--- src/rtl/sprite_pkg.sv ---
// Shared types and command-word field positions for the sprite command scheduler.
package sprite_pkg;

  localparam int          CMD_ACTION_LSB = 17;
  localparam int          CMD_ACTION_W   = 4;
  localparam int          CMD_TOG_BIT    = 13;
  localparam logic [3:0]  ACTION_SWAP    = 4'hF;
  localparam logic [31:0] CMD_IDLE       = 32'h0;

  typedef struct packed {
    logic        is_commit;
    logic [31:0] word;
  } sched_entry_t;

  typedef enum logic {ST_RUN, ST_SWAP_WAIT} sched_state_e;

  // Buffer-swap broadcast word: only the action field and the target buffer bit are set.
  function automatic logic [31:0] swap_word(input logic tog);
    logic [31:0] w;
    w = CMD_IDLE;
    w[CMD_ACTION_LSB +: CMD_ACTION_W] = ACTION_SWAP;
    w[CMD_TOG_BIT] = tog;
    return w;
  endfunction

endpackage

--- src/rtl/sched_cmd_fifo.sv ---
// Synchronous command FIFO (DEPTH x 33) with occupancy count; push while full is honoured
// only when a pop frees the head slot in the same cycle.
module sched_cmd_fifo
  import sprite_pkg::*;
#(
  parameter  int DEPTH = 16,
  localparam int AW    = $clog2(DEPTH),
  localparam int CW    = AW + 1
) (
  input  logic          clk_i,
  input  logic          rst_n_i,
  input  logic          push_i,
  input  logic          pop_i,
  input  sched_entry_t  din_i,
  output sched_entry_t  dout_o,
  output logic [CW-1:0] count_o,
  output logic          full_o,
  output logic          empty_o
);

  sched_entry_t  mem_q [DEPTH];
  logic [AW-1:0] wr_ptr_q, wr_ptr_d;
  logic [AW-1:0] rd_ptr_q, rd_ptr_d;
  logic [CW-1:0] cnt_q, cnt_d;
  logic          do_push, do_pop;

  assign empty_o = (cnt_q == '0);
  assign full_o  = (cnt_q == CW'(DEPTH));
  assign count_o = cnt_q;
  assign dout_o  = mem_q[rd_ptr_q];

  assign do_pop  = pop_i && !empty_o;
  assign do_push = push_i && (!full_o || do_pop);

  // Pointers wrap naturally because DEPTH is a power of two.
  always_comb begin
    wr_ptr_d = do_push ? wr_ptr_q + AW'(1) : wr_ptr_q;
    rd_ptr_d = do_pop  ? rd_ptr_q + AW'(1) : rd_ptr_q;
    cnt_d    = cnt_q + CW'(do_push) - CW'(do_pop);
  end

  always_ff @(posedge clk_i) begin
    if (do_push) mem_q[wr_ptr_q] <= din_i;
  end

  always_ff @(posedge clk_i or negedge rst_n_i) begin
    if (!rst_n_i) begin
      wr_ptr_q <= '0;
      rd_ptr_q <= '0;
      cnt_q    <= '0;
    end else begin
      wr_ptr_q <= wr_ptr_d;
      rd_ptr_q <= rd_ptr_d;
      cnt_q    <= cnt_d;
    end
  end

endmodule

--- src/rtl/sprite_cmd_scheduler.sv ---
// Avalon-MM command scheduler: queues host commands, retargets them to the back buffer and
// issues buffer swaps only inside vblank. Optional interrupt enabled by SPRITE_SCHED_IRQ_EN.
module sprite_cmd_scheduler
  import sprite_pkg::*;
#(
  parameter int FIFO_DEPTH   = 16,
  parameter int VBLANK_START = 480
) (
  input  logic        clk,
  input  logic        reset,
  input  logic        chipselect,
  input  logic        write,
  input  logic        read,
  input  logic [1:0]  address,
  input  logic [31:0] writedata,
  output logic [31:0] readdata,
  input  logic [9:0]  vcount,
  output logic [31:0] cmd_out,
  output logic        front_buf,
  output logic        irq
);

  localparam int         CW      = $clog2(FIFO_DEPTH) + 1;
  localparam logic [9:0] VB_LINE = 10'(VBLANK_START);

  sched_state_e  state_q, state_d;
  logic [31:0]   cmd_q, cmd_d;
  logic          front_q, front_d;
  logic          swap_done_q, swap_done_d;
  logic          ovf_q, ovf_d;

  logic          wr_acc, push, pop, clr_flags, vblank, do_swap;
  logic          full, empty;
  logic [CW-1:0] count;
  sched_entry_t  push_ent, head;

  assign wr_acc             = chipselect && write;
  assign push               = wr_acc && (address == 2'd0 || address == 2'd1);
  assign clr_flags          = wr_acc && (address == 2'd2);
  assign push_ent.is_commit = (address == 2'd1);
  assign push_ent.word      = push_ent.is_commit ? CMD_IDLE : writedata;
  assign vblank             = (vcount >= VB_LINE);

  sched_cmd_fifo #(.DEPTH(FIFO_DEPTH)) u_fifo (
    .clk_i   (clk),
    .rst_n_i (reset),
    .push_i  (push),
    .pop_i   (pop),
    .din_i   (push_ent),
    .dout_o  (head),
    .count_o (count),
    .full_o  (full),
    .empty_o (empty)
  );

  // A commit at the head blocks everything behind it until its swap has been issued.
  always_comb begin
    state_d = state_q;
    cmd_d   = CMD_IDLE;
    front_d = front_q;
    pop     = 1'b0;
    do_swap = 1'b0;
    case (state_q)
      ST_RUN: begin
        if (!empty) begin
          if (head.is_commit) begin
            state_d = ST_SWAP_WAIT;
          end else begin
            pop                = 1'b1;
            cmd_d              = head.word;
            cmd_d[CMD_TOG_BIT] = ~front_q;
          end
        end
      end
      ST_SWAP_WAIT: begin
        if (vblank && !swap_done_q) begin
          pop     = 1'b1;
          do_swap = 1'b1;
          cmd_d   = swap_word(~front_q);
          front_d = ~front_q;
          state_d = ST_RUN;
        end
      end
      default: state_d = ST_RUN;
    endcase
  end

  // One swap per vblank: the latch re-arms only once the beam has left vblank.
  always_comb begin
    swap_done_d = do_swap ? 1'b1 : (vblank ? swap_done_q : 1'b0);
    ovf_d       = (push && full && !pop) ? 1'b1 : (clr_flags ? 1'b0 : ovf_q);
  end

  always_ff @(posedge clk or negedge reset) begin
    if (!reset) begin
      state_q     <= ST_RUN;
      cmd_q       <= CMD_IDLE;
      front_q     <= 1'b0;
      swap_done_q <= 1'b0;
      ovf_q       <= 1'b0;
    end else begin
      state_q     <= state_d;
      cmd_q       <= cmd_d;
      front_q     <= front_d;
      swap_done_q <= swap_done_d;
      ovf_q       <= ovf_d;
    end
  end

`ifdef SPRITE_SCHED_IRQ_EN
  logic irq_q, irq_d, rd_seen_q;

  // Read clears one cycle after the access; a swap in that same cycle keeps irq set.
  always_comb irq_d = do_swap ? 1'b1 : ((clr_flags || rd_seen_q) ? 1'b0 : irq_q);

  always_ff @(posedge clk or negedge reset) begin
    if (!reset) begin
      irq_q     <= 1'b0;
      rd_seen_q <= 1'b0;
    end else begin
      irq_q     <= irq_d;
      rd_seen_q <= chipselect && read;
    end
  end

  assign irq = irq_q;
`else
  logic unused_rd;
  assign unused_rd = read;
  assign irq       = 1'b0;
`endif

  assign cmd_out   = cmd_q;
  assign front_buf = front_q;
  assign readdata  = {16'b0, 8'(count), 4'b0, (state_q == ST_SWAP_WAIT), front_q, ovf_q, irq};

endmodule

--- config.mk ---
export PLATFORM = sky130hd
export DESIGN_NAME = sprite_cmd_scheduler
export DESIGN_NICKNAME = d
export VERILOG_FILES = /design/src/rtl/sprite_pkg.sv /design/src/rtl/sched_cmd_fifo.sv /design/src/rtl/sprite_cmd_scheduler.sv
export SDC_FILE = /design/constraint.sdc
export NUM_CORES = 1
export LEC_CHECK = 0
export ABC_AREA = 1
export BUFFER_PORTS_ARGS = -buffer_cell sky130_fd_sc_hd__buf_2
export CAP_MARGIN = 0
export CORE_ASPECT_RATIO = 1.75
export CORE_MARGIN = 5
export CORE_UTILIZATION = 36
export CTS_CLUSTER_DIAMETER = 80
export DETAILED_ROUTE_END_ITERATION = 8
export HOLD_SLACK_MARGIN = 0.06
export PLACE_DENSITY_LB_ADDON = 0.3
export REMOVE_ABC_BUFFERS = 1
export SYNTH_ARGS = -nofsm -noshare
export SYNTH_HDL_FRONTEND = slang
export SYNTH_SLANG_ARGS = --single-unit
--- constraint.sdc ---
create_clock -name clk -period 4.3 [get_ports clk]
set_clock_uncertainty 0.15 [all_clocks]
set_input_delay 0.645 -clock clk [delete_from_list [all_inputs] [get_ports clk]]
set_output_delay 0.645 -clock clk [all_outputs]
set_load 0.005 [all_outputs]
; ---- Word level (Yosys, flattened, before mapping)
; Memory sizes are Yosys's and may differ from the RTL's.
; Cells that the tools add are included.
[totals]
reg_bits = 49
latch_bits = 0
ramBits = 528
romBits = 0
in_bits = 49
output_inout_bits = 66
word_cells = 58
n_memories = 1
[mem_list]
columns = name, depth, width, rd, rd_ports_with_merged_regs, write_ports, line
row1 = u_fifo.mem_q, 16, 33, 1, 0, 1, sched_cmd_fifo.sv:21  ; sched_entry_t mem_q [DEPTH];
[classes]
addsub = 4
n_mul = 0
n_div = 0
order_cmp = 1
eq_ne = 4
n_shift = 0
muxes = 20
bitwise = 2
n_reduce_logical = 18
[op_table]
columns = operator, n
row1 = $mux 32, 3
row2 = $pmux 32 s2, 1
row3 = $mux 21, 1
row4 = $mux 1, 13
row5 = $ge 10x9->1 const B, 1
row6 = $add 4x1->4 const B, 2
row7 = $logic_and 1x1->1, 8
row8 = $add 5x1->5, 1
row9 = $eq 5x5->1 const B, 1
row10 = $logic_not 5->1, 1
row11 = $sub 5x1->5, 1
row12 = $logic_not 1->1, 4
row13 = $pmux 1 s2, 2
row14 = $eq 2x1->1 const B, 1
row15 = $eq 2x2->1 const B, 1
row16 = $logic_not 2->1, 1
row17 = $logic_or 1x1->1, 2
row18 = $ne 2x1->1 const B, 1
row19 = $not 1->1, 2
row20 = $reduce_and 2->1, 1
row21 = $reduce_bool 2->1, 1

; ---- Longest topological paths before layout
[depth]
depth_word = 9
depth_mapped = 20
depth_no_buf = 18

; ---- By module
; A second synthesis with hierarchy kept.
[unflattened]
hier_cells = 2404
hier_area_um2 = 24808.8
[modules_own_cells]
columns = mod, instances, cells_per_inst, area_per_inst_um2
row1 = sched_cmd_fifo, 1, 2178, 22988.3
row2 = sprite_cmd_scheduler, 1, 226, 1820.5

; ---- Least setup slack after synthesis
; No wires, ideal clock.
[synth_timing]
path_type = input -> register
start = input port vcount[6]
end = memory u_fifo.mem_q[10][0] in the netlist's numbering, enable pin
arrival_time_ns = 2.829
required_ns = 3.729
setup_slack_ns = 0.900
stages = 9
path_cell_list = nand2_1 > inv_1 > a31oi_1 > nor2_1 > nand2_1 > nand3_2 > nand2_2 > buf_4 > nor2_1
[synth_via]
elab_chain_len = 9
[synth_rtl]
columns = element, line
row1 = from (decl), sprite_cmd_scheduler.sv:17  ; input logic [9:0] vcount,
row2 = $ge 10x9->1, sprite_cmd_scheduler.sv:42  ; assign vblank = (vcount >= VB_LINE);
row3 = $logic_and 1x1->1, sprite_cmd_scheduler.sv:76  ; if (vblank && !swap_done_q) begin
row4 = $mux 1, sprite_cmd_scheduler.sv:76
row5 = $pmux 1 s2, sprite_cmd_scheduler.sv:63  ; case (state_q)
row6 = $logic_and 1x1->1, sched_cmd_fifo.sv:32  ; assign do_pop = pop_i && !empty_o;
row7 = $logic_or 1x1->1, sched_cmd_fifo.sv:33  ; assign do_push = push_i && (!full_o || do_pop);
row8 = $logic_and 1x1->1, sched_cmd_fifo.sv:33
row9 = $mux 1, sched_cmd_fifo.sv:43  ; if (do_push) mem_q[wr_ptr_q] <= din_i;
row10 = $mux 1 (not written as such), sched_cmd_fifo.sv:43
row11 = to (decl), sched_cmd_fifo.sv:21
; Every way passes these cells.

; ---- Worst setup path after layout
[layout_timing]
start = register u_fifo.rd_ptr_q[0]
end = memory u_fifo.mem_q[5][0] in the netlist's numbering, enable pin
[layout_via]
elab_chain_len = 9
[layout_rtl]
columns = element, line
row1 = from (decl), sched_cmd_fifo.sv:23  ; logic [AW-1:0] rd_ptr_q, rd_ptr_d;
row2 = from (signal assigned), sched_cmd_fifo.sv:53  ; rd_ptr_q <= rd_ptr_d;
row3 = $mem_v2 16x33, n/a
row4 = $mux 1, sprite_cmd_scheduler.sv:66  ; if (head.is_commit) begin
row5 = $mux 1, sprite_cmd_scheduler.sv:65  ; if (!empty) begin
row6 = $pmux 1 s2, sprite_cmd_scheduler.sv:63
row7 = $logic_and 1x1->1, sched_cmd_fifo.sv:32
row8 = $logic_or 1x1->1, sched_cmd_fifo.sv:33
row9 = $logic_and 1x1->1, sched_cmd_fifo.sv:33
row10 = $mux 1, sched_cmd_fifo.sv:43
row11 = $mux 1 (not written as such), sched_cmd_fifo.sv:43
; Every way passes these cells.

==> Implementation_results.wiki <==
{| class="wikitable"
! Metric !! Value
|-
| Result of the run || complete, no violations
|-
| Total via count in the routed design || 13700
|-
| Crit start category || register
|-
| Horizontal extent of the die || 198 um
|-
| Number of I/O port buffers || 82
|-
| Proportion of netlist area held by the largest area contributor || 69.0%
|-
| Initial antenna violation count || 0
|-
| Number of non-filler instances in the completed layout || 2612
|-
| Main area contributors after synthesis || sky130_fd_sc_hd__edfxtp_1, sky130_fd_sc_hd__dfrtp_1, sky130_fd_sc_hd__o21ai_0, sky130_fd_sc_hd__nor2_1, sky130_fd_sc_hd__nand2_1
|-
| Net switching power figure || 5.13 mW
|-
| Number of warning messages in the yosys log || 0
|-
| Peak supply drop || 0.351 mV
|-
| Required time of the worst setup path || 4430 ps
|-
| Total power density per cell area || 599 nW/um^2
|-
| Total power draw || 15.0 mW
|-
| Final net count || 1840
|-
| Wire length of the first global-routing pass || 85100 um
|-
| Shortest clock period the worst path allows after layout || 3600 ps
|-
| Number of failing setup endpoints in the final timing report || 0
|-
| Cells after synthesis || 1719
|-
| Largest fanout on the critical path || 41
|-
| Number of DRC markers after the initial detailed-route iteration || 1119
|-
| Fraction of layout cells with a size suffix above 1 || 12.3%
|-
| Post-DR vias/cell || 5.24
|-
| Total half-perimeter wirelength after legalization and detailed placement || 31700 um
|-
| Proportion of power drawn by the clock network || 29.1%
|-
| Kind of critical path || register to register
|-
| Slew margin rel. || 15.8%
|-
| Root buffer cell || sky130_fd_sc_hd__clkbuf_16
|-
| Leakage power || 8.76 nW
|-
| Relative area change from synthesis to final layout || 12.5%
|-
| Slew at the pin with the worst max-slew slack || 1260 ps
|-
| Peak clock frequency supported by timing || 278 MHz
|-
| Type of the worst min-delay path || input port to asynchronous set/reset pin
|-
| Count of hold-fix buffers inserted at cts || 0
|-
| Final instance area || 25100 um^2
|-
| Max-cap violations || 0
|-
| Combinational share of power || 28.1%
|-
| Final hold violation count || 0
|-
| Area of placed instances || 23500 um^2
|-
| Standard-cell row count || 120
|-
| Arrival time of the worst setup path || 3730 ps
|-
| Total detailed-routing wirelength || 57500 um
|-
| Dominant register cell in the synthesized netlist || sky130_fd_sc_hd__edfxtp_1
|-
| Overall Global Routing Usage || 16.6%
|-
| Core Area || 61300 um^2
|-
| Clock sink total || 561
|-
| Number of buffers between clock root and the deepest sink || 3
|-
| Mean cell area of the mapped netlist || 13.0 um^2
|-
| Boundary Pins || 115
|-
| TritonCTS clock tree || built
|-
| Synth Register Bits || 561
|-
| Final global-route overflow total || 0
|-
| Most instantiated library cell after synthesis || sky130_fd_sc_hd__edfxtp_1
|-
| Number of enable-type register cells in the synthesized netlist || 512
|-
| Number of pins exceeding their max-slew limit in the final report || 0
|-
| Number of instances in the placed design || 2522
|-
| Share of the core filled with cells || 40.9%
|-
| Share of synthesized registers carrying an async set or reset || 8.73%
|-
| Sw Ratio || 34.1%
|-
| Number of post-CTS setup repair buffers || 0
|-
| CTS buffer count || 48
|-
| Clock transition at the registers of the reported paths || 70 ps
|-
| Sort of element at the end of the critical path || register
|-
| Detailed-routing iteration count for the pre-antenna-repair pass || 6
|-
| # DRC || 0
|-
| Share of the cycle needed by the critical path after routing || 83.7%
|-
| Share of synthesized area occupied by flip-flops and latches || 74.5%
|-
| Synth area leader || sky130_fd_sc_hd__edfxtp_1
|-
| Diode count || 0
|-
| H-tree Lvls || 2
|-
| Worst Hold Margin || 46.3 ps
|-
| Filler cell count || 5704
|-
| Post-DRT Antenna Nets || 0
|-
| DIE HEIGHT || 339 um
|-
| Clk_lat worst skew || 580 ps
|-
| Unrepaired setup endpoints after global routing || no
|-
| Int Pwr || 9.89 mW
|-
| RePlAce Congestion || 0.769
|-
| Initial Utilization || 36.4%
|-
| DR WL/cell || 22.0 um
|-
| Relative contribution of sequential cells to total power || 42.8%
|-
| Floorplan die area || 67200 um^2
|-
| Cts repair resizes || 0
|-
| Cell area after synthesis || 22300 um^2
|-
| Pin count of the biggest net entering global routing || 106
|-
| Unique masters post-synth || 29
|-
| Number of global-route vias before repair || 13600
|-
| Most common library cells after synthesis || sky130_fd_sc_hd__edfxtp_1, sky130_fd_sc_hd__nor2_1, sky130_fd_sc_hd__o21ai_0, sky130_fd_sc_hd__nand2_1, sky130_fd_sc_hd__inv_1
|}
==> power groups by stage <==
| stage | sequential (mW) | clock [mW] | combinational [mW] |
|---|---|---|---|
| after floorplan | 6.78 | 0 | 2.41 |
| after global placement | 6.54 | 0 | 4.13 |
| after detailed placement | 6.54 | 0 | 4.24 |
| after CTS | 6.43 | 4.45 | 4.26 |
| after global routing | 6.46 | 4.62 | 4.70 |
| final | 6.43 | 4.37 | 4.23 |
==> through the flow <==
step | TNS [ps] | worst slack (ps)
after floorplan | -3464120 | -6350
after global placement | 0 | 661
after detailed placement | 0 | 644
after CTS | 0 | 658
after global routing | 0 | 549
final | 0 | 703
==> registers in the layout, summed over array words and instances, names as in the netlist <==
signal / cells
u_fifo.count_o: 5
ovf_q: 1
swap_done_q: 1
u_fifo.rd_ptr_q: 4
u_fifo.wr_ptr_q: 4
state_q: 1
front_buf: 1
cmd_out: 32
u_fifo.mem_q: 512
==> logic make-up (layout without fill, tap and decap cells) <==
kind of cell / after synthesis / after routing / share of synthesized area, %
other: 1 / 25 / 0.0168
AO/OA/AOI/OAI: 409 / 409 / 10.6
AND/OR/NAND/NOR: 495 / 495 / 9.01
buffers and inverters: 232 / 308 / 4.88
XOR/XNOR: 9 / 9 / 0.354
adder cells (fa/ha/maj): 12 / 12 / 0.707
flip-flops: 561 / 561 / 74.5
==> placed cells by master, fill, tap and decap left out, types with 17 or more instances in the layout <==
| cell | netlist | layout |
|---|---|---|
| sky130_fd_sc_hd__buf_2 | 45 | 82 |
| sky130_fd_sc_hd__o21ai_0 | 227 | 227 |
| sky130_fd_sc_hd__a21oi_1 | 59 | 59 |
| sky130_fd_sc_hd__o211ai_1 | 25 | 25 |
| sky130_fd_sc_hd__buf_4 | 31 | 42 |
| sky130_fd_sc_hd__edfxtp_1 | 512 | 512 |
| sky130_fd_sc_hd__nand2_1 | 152 | 152 |
| sky130_fd_sc_hd__clkbuf_16 | 0 | 49 |
| sky130_fd_sc_hd__nor2_1 | 263 | 246 |
| sky130_fd_sc_hd__o221ai_1 | 53 | 53 |
| sky130_fd_sc_hd__dfrtp_1 | 49 | 46 |
| sky130_fd_sc_hd__nand4_1 | 30 | 30 |
| sky130_fd_sc_hd__nand3_1 | 46 | 46 |
| sky130_fd_sc_hd__inv_1 | 88 | 88 |
| sky130_fd_sc_hd__o22ai_1 | 37 | 37 |
| sky130_fd_sc_hd__nor2_4 | 0 | 17 |
| sky130_fd_sc_hd__conb_1 | 1 | 25 |
==> cell type report <==
cell class	instances	area [um^2]	share of cell area, %
Sequential cell	561	16600	66.2
Multi-Input combinational cell	950	4820	19.2
Clock buffer	57	1270	5.05
Tap cell	793	992	3.96
Timing Repair Buffer	125	746	2.97
Inverter	93	354	1.41
Clock inverter	33	295	1.18
==> routing by layer <==
| metal | up-vias | routed length, um | track usage [%] |
|---|---|---|---|
| met5 | - | 0 | 0 |
| met4 | 0 | 2020 | 5.89 |
| met1 | 6834 | 22400 | 20.4 |
| met3 | 113 | 2880 | 1.95 |
| li1 | 6297 | - | - |
| met2 | 430 | 30100 | 29.8 |
==> critical path: stages (launching register included) <==
cell and delay [ps]:
sky130_fd_sc_hd__dfrtp_4 710, sky130_fd_sc_hd__inv_6 90, sky130_fd_sc_hd__nand2_1 70, sky130_fd_sc_hd__nand2_1 40, sky130_fd_sc_hd__nand2_1 60, sky130_fd_sc_hd__nand3_1 90, sky130_fd_sc_hd__nand2_1 130, sky130_fd_sc_hd__nand3_2 140
sky130_fd_sc_hd__nand3_2 160, sky130_fd_sc_hd__nand2_2 110, sky130_fd_sc_hd__buf_4 220, sky130_fd_sc_hd__nor2_4 950, sky130_fd_sc_hd__buf_4 350
==> path summary, 6_finish.rpt <==
kind | start | endpoint | slack, ps | depth (start not counted)
worst min-delay path | reset | cmd_out[11] | 50 | 1
min in group clk | vcount[9] | swap_done_q | 170 | 3
worst min register to register | front_buf | cmd_out[13] | 370 | 1
max in group asynchronous | reset | cmd_out[23] | 3060 | 2
worst max register to register | u_fifo.rd_ptr_q[0] | u_fifo.mem_q[5][0] | 700 | 12
worst max-delay path | u_fifo.rd_ptr_q[0] | u_fifo.mem_q[5][0] | 700 | 12
No activity file was read; power rests on OpenSTA's default activity.
